### src/rtl/countdown_timer_if.sv
// Command/preset and display-count bundle for countdown_timer.
// The master drives presets and commands; the slave (the timer) drives the count and status flags.
interface countdown_timer_if;
  logic       load_in;
  logic [3:0] min_preset_in;
  logic [5:0] sec_preset_in;
  logic [6:0] hun_preset_in;
  logic       start_in;
  logic       pause_in;
  logic       clear_in;

  logic [3:0] minutes;
  logic [5:0] seconds;
  logic [6:0] hundredths;
  logic       running_out;
  logic       expired_out;
  logic       done_pulse_out;

  modport master (
    output load_in, min_preset_in, sec_preset_in, hun_preset_in,
    output start_in, pause_in, clear_in,
    input  minutes, seconds, hundredths, running_out, expired_out, done_pulse_out
  );

  modport slave (
    input  load_in, min_preset_in, sec_preset_in, hun_preset_in,
    input  start_in, pause_in, clear_in,
    output minutes, seconds, hundredths, running_out, expired_out, done_pulse_out
  );
endinterface

### src/rtl/countdown_timer.sv
// Loadable mm:ss.hh countdown timer with pause/resume, expiry flag and a one-cycle done pulse.
// Field widths match the stopwatch display path so both can share formatting logic.
module countdown_timer #(
  parameter int FREQUENCY = 100_000_000  // must be a multiple of 100 and >= 200
) (
  input logic             clk_in,
  input logic             rst_n_in,
  countdown_timer_if.slave tmr
);

  localparam int T  = FREQUENCY / 100;
  localparam int PW = $clog2(T);

  typedef enum logic [1:0] {IDLE, RUNNING, PAUSED, EXPIRED} state_t;

  state_t        state;
  logic [PW-1:0] presc;
  logic [3:0]    min_q;
  logic [5:0]    sec_q;
  logic [6:0]    hun_q;
  logic          running_q;
  logic          expired_q;
  logic          done_q;

  logic count_zero;
  logic tick;
  logic last_tick;

  assign count_zero = (min_q == 4'd0) && (sec_q == 6'd0) && (hun_q == 7'd0);
  assign tick       = (presc == PW'(T - 1));
  // The decrement that lands on 0:00.00 is the one made from 0:00.01.
  assign last_tick  = (min_q == 4'd0) && (sec_q == 6'd0) && (hun_q == 7'd1);

  // NOTE: every register here is assigned with <= so all branches see pre-edge values.
  always_ff @(posedge clk_in or negedge rst_n_in) begin
    if (!rst_n_in) begin
      state     <= IDLE;
      presc     <= '0;
      min_q     <= '0;
      sec_q     <= '0;
      hun_q     <= '0;
      running_q <= 1'b0;
      expired_q <= 1'b0;
      done_q    <= 1'b0;
    end else begin
      done_q <= 1'b0;
      if (tmr.clear_in) begin
        state     <= IDLE;
        presc     <= '0;
        min_q     <= '0;
        sec_q     <= '0;
        hun_q     <= '0;
        running_q <= 1'b0;
        expired_q <= 1'b0;
      end else if (tmr.load_in && state != RUNNING) begin
        state     <= IDLE;
        presc     <= '0;
        min_q     <= tmr.min_preset_in;
        sec_q     <= (tmr.sec_preset_in > 6'd59) ? 6'd59 : tmr.sec_preset_in;
        hun_q     <= (tmr.hun_preset_in > 7'd99) ? 7'd99 : tmr.hun_preset_in;
        running_q <= 1'b0;
        expired_q <= 1'b0;
      end else begin
        case (state)
          IDLE: begin
            if (tmr.start_in && !tmr.pause_in && !count_zero) begin
              state     <= RUNNING;
              presc     <= '0;
              running_q <= 1'b1;
            end
          end
          RUNNING: begin
            if (tick) begin
              // A decrement on the pause edge still applies; expiry outranks pause.
              presc <= '0;
              if (hun_q != 7'd0) begin
                hun_q <= hun_q - 7'd1;
              end else begin
                hun_q <= 7'd99;
                if (sec_q != 6'd0) begin
                  sec_q <= sec_q - 6'd1;
                end else begin
                  sec_q <= 6'd59;
                  min_q <= min_q - 4'd1;
                end
              end
              if (last_tick) begin
                state     <= EXPIRED;
                running_q <= 1'b0;
                expired_q <= 1'b1;
                done_q    <= 1'b1;
              end else if (tmr.pause_in) begin
                state     <= PAUSED;
                running_q <= 1'b0;
              end
            end else if (tmr.pause_in) begin
              // Prescaler is held so resuming preserves total elapsed cycles.
              state     <= PAUSED;
              running_q <= 1'b0;
            end else begin
              presc <= presc + PW'(1);
            end
          end
          PAUSED: begin
            if (tmr.start_in && !tmr.pause_in) begin
              state     <= RUNNING;
              running_q <= 1'b1;
            end
          end
          EXPIRED: begin
          end
          default: begin
            state     <= IDLE;
            running_q <= 1'b0;
            expired_q <= 1'b0;
          end
        endcase
      end
    end
  end

  assign tmr.minutes        = min_q;
  assign tmr.seconds        = sec_q;
  assign tmr.hundredths     = hun_q;
  assign tmr.running_out    = running_q;
  assign tmr.expired_out    = expired_q;
  assign tmr.done_pulse_out = done_q;

endmodule

### src/flat_wrapper.sv
// flat-port wrapper written by rule: the top's interface ports become plain ports
module countdown_timer_flat 
#(
  parameter int FREQUENCY = 100_000_000                                         
)
  (clk_in, rst_n_in, tmr_load_in, tmr_min_preset_in, tmr_sec_preset_in, tmr_hun_preset_in, tmr_start_in, tmr_pause_in, tmr_clear_in, tmr_minutes, tmr_seconds, tmr_hundredths, tmr_running_out, tmr_expired_out, tmr_done_pulse_out);
  countdown_timer_if tmr_i ();
  input logic clk_in;
  input logic rst_n_in;
  input wire logic [$bits(tmr_i.load_in)-1:0] tmr_load_in;
  input wire logic [$bits(tmr_i.min_preset_in)-1:0] tmr_min_preset_in;
  input wire logic [$bits(tmr_i.sec_preset_in)-1:0] tmr_sec_preset_in;
  input wire logic [$bits(tmr_i.hun_preset_in)-1:0] tmr_hun_preset_in;
  input wire logic [$bits(tmr_i.start_in)-1:0] tmr_start_in;
  input wire logic [$bits(tmr_i.pause_in)-1:0] tmr_pause_in;
  input wire logic [$bits(tmr_i.clear_in)-1:0] tmr_clear_in;
  output wire logic [$bits(tmr_i.minutes)-1:0] tmr_minutes;
  output wire logic [$bits(tmr_i.seconds)-1:0] tmr_seconds;
  output wire logic [$bits(tmr_i.hundredths)-1:0] tmr_hundredths;
  output wire logic [$bits(tmr_i.running_out)-1:0] tmr_running_out;
  output wire logic [$bits(tmr_i.expired_out)-1:0] tmr_expired_out;
  output wire logic [$bits(tmr_i.done_pulse_out)-1:0] tmr_done_pulse_out;
  assign tmr_i.load_in = tmr_load_in;
  assign tmr_i.min_preset_in = tmr_min_preset_in;
  assign tmr_i.sec_preset_in = tmr_sec_preset_in;
  assign tmr_i.hun_preset_in = tmr_hun_preset_in;
  assign tmr_i.start_in = tmr_start_in;
  assign tmr_i.pause_in = tmr_pause_in;
  assign tmr_i.clear_in = tmr_clear_in;
  assign tmr_minutes = tmr_i.minutes;
  assign tmr_seconds = tmr_i.seconds;
  assign tmr_hundredths = tmr_i.hundredths;
  assign tmr_running_out = tmr_i.running_out;
  assign tmr_expired_out = tmr_i.expired_out;
  assign tmr_done_pulse_out = tmr_i.done_pulse_out;
  countdown_timer #(.FREQUENCY(FREQUENCY)) u_core (.clk_in(clk_in), .rst_n_in(rst_n_in), .tmr(tmr_i));
endmodule
### config.mk
export PLATFORM = sky130hd
export DESIGN_NAME = countdown_timer_flat
export DESIGN_NICKNAME = d
export VERILOG_FILES = /design/src/rtl/countdown_timer_if.sv /design/src/rtl/countdown_timer.sv /design/src/flat_wrapper.sv
export SDC_FILE = /design/constraint.sdc
export NUM_CORES = 1
export LEC_CHECK = 0
export ABC_AREA = 1
export CELL_PAD_IN_SITES_DETAIL_PLACEMENT = 0
export CELL_PAD_IN_SITES_GLOBAL_PLACEMENT = 1
export CORE_MARGIN = 1.5
export CORE_UTILIZATION = 50
export DETAILED_ROUTE_END_ITERATION = 6
export DONT_BUFFER_PORTS = 1
export GPL_TIMING_DRIVEN = 0
export PLACE_DENSITY = 0.95
export SYNTH_ARGS = -nofsm -noshare
export SYNTH_HDL_FRONTEND = slang
export SYNTH_SLANG_ARGS = --single-unit
### constraint.sdc
create_clock -name clk_in -period 5 [get_ports clk_in]
set_input_delay 0 -clock clk_in [delete_from_list [all_inputs] [get_ports clk_in]]
set_output_delay 0 -clock clk_in [all_outputs]
set_load 0.005 [all_outputs]
Word level (Yosys, flattened, before mapping). Index checks and enable logic that the tools add are counted. W data, S select, Z words.

Register bits after elaboration: 42. Bits of input ports: 23. Output and inout port bits: 20. Logic and storage cells: 100.

$add $sub $neg: 4. Magnitude comparators: 2. Equality and inequality tests: 10. Mux-type cells: 51. Reductions and logical operators: 25.

Operators with widths (count): $mux W20 (5); $mux W6 (7); $mux W7 (6); $pmux W20 S2 (1); $mux W4 (6); $add A20 B1 Y20 const B (1); $eq A20 B20 Y1 const B (1); $mux W1 (17); $mux W2 (7); $reduce_and A3 Y1 (4); $reduce_bool A3 Y1 (3); $ne A4 B2 Y1 const B (2); $eq A7 B1 Y1 const B (1); $gt A7 B7 Y1 const B (1); $logic_not A7 Y1 (1); $reduce_bool A7 Y1 (1); $sub A7 B1 Y7 const B (1); $gt A6 B6 Y1 const B (1); $logic_and A1 B1 Y1 (6); $logic_not A6 Y1 (1); $ne A3 B2 Y1 const B (2); $pmux W2 S3 (1); $reduce_bool A6 Y1 (1); $sub A6 B1 Y6 const B (1); 13 further kinds (14).

Longest topological paths before layout.
Word-level depth: 9. Gate-level depth with buffers: 12. Mapped depth without buffers: 12.

Least setup slack after synthesis. OpenSTA, ideal clock, no wires.

Kind: reg-to-reg. Start point: register u_core.state[1]. End point: register u_core.presc[9]. Library setup time: 0.116 ns. Arrival: 1.601 ns. Required time: 4.884 ns. Slack: 3.282 ns. Cell stages (with the launch flop): 12. Path buffers: 1. Clock period less this slack: 1.718 ns. Cell sequence: dfrtp_1 -> inv_1 -> ha_1 -> nor2_4 -> inv_4 -> nand2_2 -> nor2_2 -> a21boi_4 -> nor2_8 -> buf_12 -> nand2_1 -> nand2_1.

Cells in the longest elaborated chain, start to end: 4. Elaborated cells on any way between the ends: 11. Those cells by class: eq/ne (4); mux (3); reduce/logical (4).

RTL lines: start: declaration (line countdown_timer.sv:16) `state_t state;`; start signal: assignment (line countdown_timer.sv:37) `state <= IDLE;`; start signal: assignment (line countdown_timer.sv:48) `state <= IDLE;`; start signal: assignment (line countdown_timer.sv:56) `state <= IDLE;`; $ne A2 B1 Y1 (tied with other cells) (line countdown_timer.sv:55) `end else if (tmr.load_in && state != RUNNING) begin`; $logic_and A1 B1 Y1 / $pmux W20 S2 (equally long branches) (line countdown_timer.sv:55, countdown_timer.sv:64); $ne A5 B3 Y1 (no source line) (tied with other cells); $reduce_and A3 Y1 (no source line) / $mux W20 (equally long branches); end signal: assignment (line countdown_timer.sv:101) `presc <= presc + PW'(1);`; end: declaration (line countdown_timer.sv:17) `logic [PW-1:0] presc;`.

Several ways; a longest one is shown, not always the timed one. A chain may end at the register's enable or synchronous reset.

Final worst setup path.
Start point: register u_core.state[1]. End point: register u_core.min_q[3], in the netlist u_core.tmr.minutes[3].

Cells in the longest elaborated chain, start to end: 4. Elaborated cells on any way between the ends: 10. Those cells by class: eq/ne (4); mux (2); reduce/logical (4).

RTL lines: $ne A2 B1 Y1 (line countdown_timer.sv:55); $logic_and A1 B1 Y1 (line countdown_timer.sv:55); $ne A3 B2 Y1 (no source line) (tied with other cells); $reduce_and A4 Y1 (no source line) / $mux W4 (equally long branches); end signal: assignment (line countdown_timer.sv:58) `min_q <= tmr.min_preset_in;`; end signal: assignment (line countdown_timer.sv:84) `min_q <= min_q - 4'd1;`; end: declaration (line countdown_timer.sv:18) `logic [3:0] min_q;`.

Several ways; a longest one is shown, not always the timed one.

==> metrics.yaml <==
root_buffer: "clkbuf_8"
cts_inserted_buffers: 5
multi_input_area_mm2: 0.00184
cpLargestDelayFamily: "simple AND/OR/NAND/NOR gates"
vias_per_cell: 5.40
post-synth-top-area-fraction: 0.334
syn_area_mm2: 0.00315
yosys_warnings: 0
io_pins: 43
fin_nets: 499
switching_share: 0.468
holdWs_ps: 26.8
hp-class: "in2reg"
post-route-period-util: 0.414
intPower_mw: 0.776
rsz0062_at_grt: "false"
clk_latency_ps: 290
hold_violations: 0
clockBufferDepth: 2
synth_compound_area_frac: 0.100
final_area_mm2: 0.00346
fill_cells: 569
period_needed_ps: 2070
tightest_slew_ps: 584
hpwl_um: 5480
initial_utilization: 0.525
drv_cap: 0
final_cell_mix: "nand2_1, nor2_1, dfrtp_1, inv_1, nand3_1"
regArea_mm2: 0.00105
crit_path_end_kind: "flip-flop"
finClkSkew_ps: 9.17
critPathMaxStageDelay_ps: 410
drv_slew: 0
final_cells: 540
p_clk_frac: 0.147
fp.dieArea_mm2: 0.00678
grt_max_degree: 43
switchingPower_mw: 0.683
max_freq_mhz: 483
grt.total_usage: 0.241
post_cts_resized: 0
netlist_instances: 445
synth_area_leaders: "dfrtp_1, nand2_1, nor2_1"
cts_tree: "done"
ant_nets: 0
leakagePower_nw: 1.65
layout-drive-gt1-share: 0.116
finalSetupViolations: 0
drc: 0
setup_slack_ps: 2930
preCtsSetupSlack_ps: 2950
pwr-share-seq: 0.353
grt_pass1_vias: 2591
dr.first_iter.drc_count: 142
ys_seq_elements: 42
grt_overflow: 0
path_class: "reg2reg"
first_pass_iters: 4
synthDistinctLibCells: 40
max_slew_margin: 0.611
p_per_area_mw_per_mm2: 421
fp.dieH_um: 82.3
setup.worst_path.start_class: "flip-flop"
port-buffer-count: 0
via_count: 2916
final_common_cell: "nand2_1"
synth_top_family_by_area: "simple AND/OR/NAND/NOR gates"
wl_per_cell_um: 14.1
fin_util: 0.578
path_cells: "inv_1 -> ha_1 -> nor2_4 -> inv_4 -> nand2_2 -> inv_2 -> o21ai_1 -> nand3_1 -> nand2_1 -> o21ai_1"
clkSlewWorstSetupHoldPaths_ps: 80
finalWirelength_um: 7620
synthSimpleGateAreaFrac: 0.401
outcome: "finished clean"
grt_first_pass_wirelength_um: 12300
synthAdderAreaFrac: 0.0437
muxShareOfSynthArea: 0
p_comb_frac: 0.500
tns_ps: 0
antenna_found_initial: 0
yosysTopAreaCell: "dfrtp_1"
place_congestion: 0.835
syn-num-nets: 479
cp_common_cell: "o21ai_1"
path_buf_inv: 3
dp.cells: 520
postPlaceCellArea_mm2: 0.00324
core-area_mm2: 0.00599
crit_arrival_ps: 2250
cp_slowest_cell: "dfrtp_1"
diodes: 0
rows: 28
cts_num_sinks: 42
p_total_mw: 1.46
peakVddDrop_v: 0.000274
yosys.area_share.xor_xnor: 0.0390
area_delta_synth_final_pct: 10.1
worst-path-max-fanout: 7
die_w_um: 82.3
cts_max_level: 2
worstPathRequired_ps: 5180
yosysSeqAreaShare: 0.334
syn_area_per_cell_um2: 7.07
[kinds of logic (layout without fill, tap and decap cells)]
kind of cell               after synthesis  count (layout)
buffers and inverters                   57              77
AOI/OAI and AO/OA                       55              55
and+or+nand+nor                        266             266
adders and majority gates               11              11
xor gates and xnor gates                14              14
DFF                                     42              42
[cell type report]
class	count	area share
Sequential cell	42	0.303
Inverter	48	0.0527
Timing Repair Buffer	13	0.0426
Clock buffer	7	0.0220
Buffer	9	0.0217
Multi-Input combinational cell	346	0.531
Tap cell	75	0.0271
[cells in the mapped netlist]
master and n:
nand3_1 34, a21boi_4 1, nand2_1 135, o22ai_1 2, nor2_1 46, a21oi_2 1
nor3_2 2, buf_6 2, nand3_2 9, xnor2_1 5, inv_4 1, o21ai_1 13
dfrtp_1 42, buf_2 2, ha_1 11, inv_1 40, nor2_8 1, nor2_4 3
o221ai_1 1, a31oi_1 1, nand2_2 5, a211oi_1 1, xor2_1 9, buf_4 2
nand2_4 3, buf_12 1, o21bai_1 2, and2_1 2, nor2_2 5, nor3_1 5
nand3b_1 3, nand4_1 11, o21ai_0 16, clkbuf_1 2, clkinv_1 1, or2_2 1
inv_2 6, o21ai_2 2, a21oi_1 15, nand3_4 1
[worst min-delay path, stage by stage]
cell,delay [ps]
o21ai_0,60
a21oi_1,110
nand2_1,60
nand2_1,60
[state kept, by name, indices dropped and copies added, names as in the netlist]
| name | count |
|---|---|
| u_core.tmr.hundredths | 7 |
| u_core.tmr.expired_out | 1 |
| u_core.tmr.running_out | 1 |
| u_core.presc | 20 |
| u_core.state | 2 |
| u_core.tmr.done_pulse_out | 1 |
| u_core.tmr.seconds | 6 |
| u_core.tmr.minutes | 4 |
[path summary, 6_finish.rpt]
check                      cells after the start                    from                endpoint  slack, ps
setup / recovery                              10         u_core.state[1]   u_core.tmr.minutes[3]       2930
hold / removal                                 4    tmr_sec_preset_in[4]   u_core.tmr.seconds[4]         30
setup reg to reg                              10         u_core.state[1]   u_core.tmr.minutes[3]       2930
hold reg to reg                                2  u_core.tmr.running_out  u_core.tmr.running_out        540
max in group asynchronous                      2                rst_n_in         u_core.state[1]       4590
min in group asynchronous                      2                rst_n_in        u_core.presc[13]        210
[routing by layer]
| layer | up-vias | routed length (um) | track usage |
|---|---|---|---|
| li1 | 1474 | - | - |
| met1 | 1365 | 3760 | 0.334 |
| met2 | 73 | 3430 | 0.371 |
| met3 | 4 | 363 | 0.0538 |
| met4 | 0 | 63 | 0.0780 |
| met5 | - | 0 | 0 |
[power groups by stage]
stage,clock network (mW),registers (mW),logic [mW]
floorplan,0,0.493,0.570
detailed placement,0,0.520,0.703
global route,0.230,0.528,0.834
global placement,0,0.518,0.687
finish,0.214,0.515,0.730
CTS,0.222,0.513,0.723
[timing repair]
action / CTS / global route
endpoints found under the setup margin: 0 / 0
setup buffers: 0 / 0
hold buffers: 13 / 0
endpoints found under the hold margin: 53 / 0
Note: power is estimated with default switching activity, not from simulation.
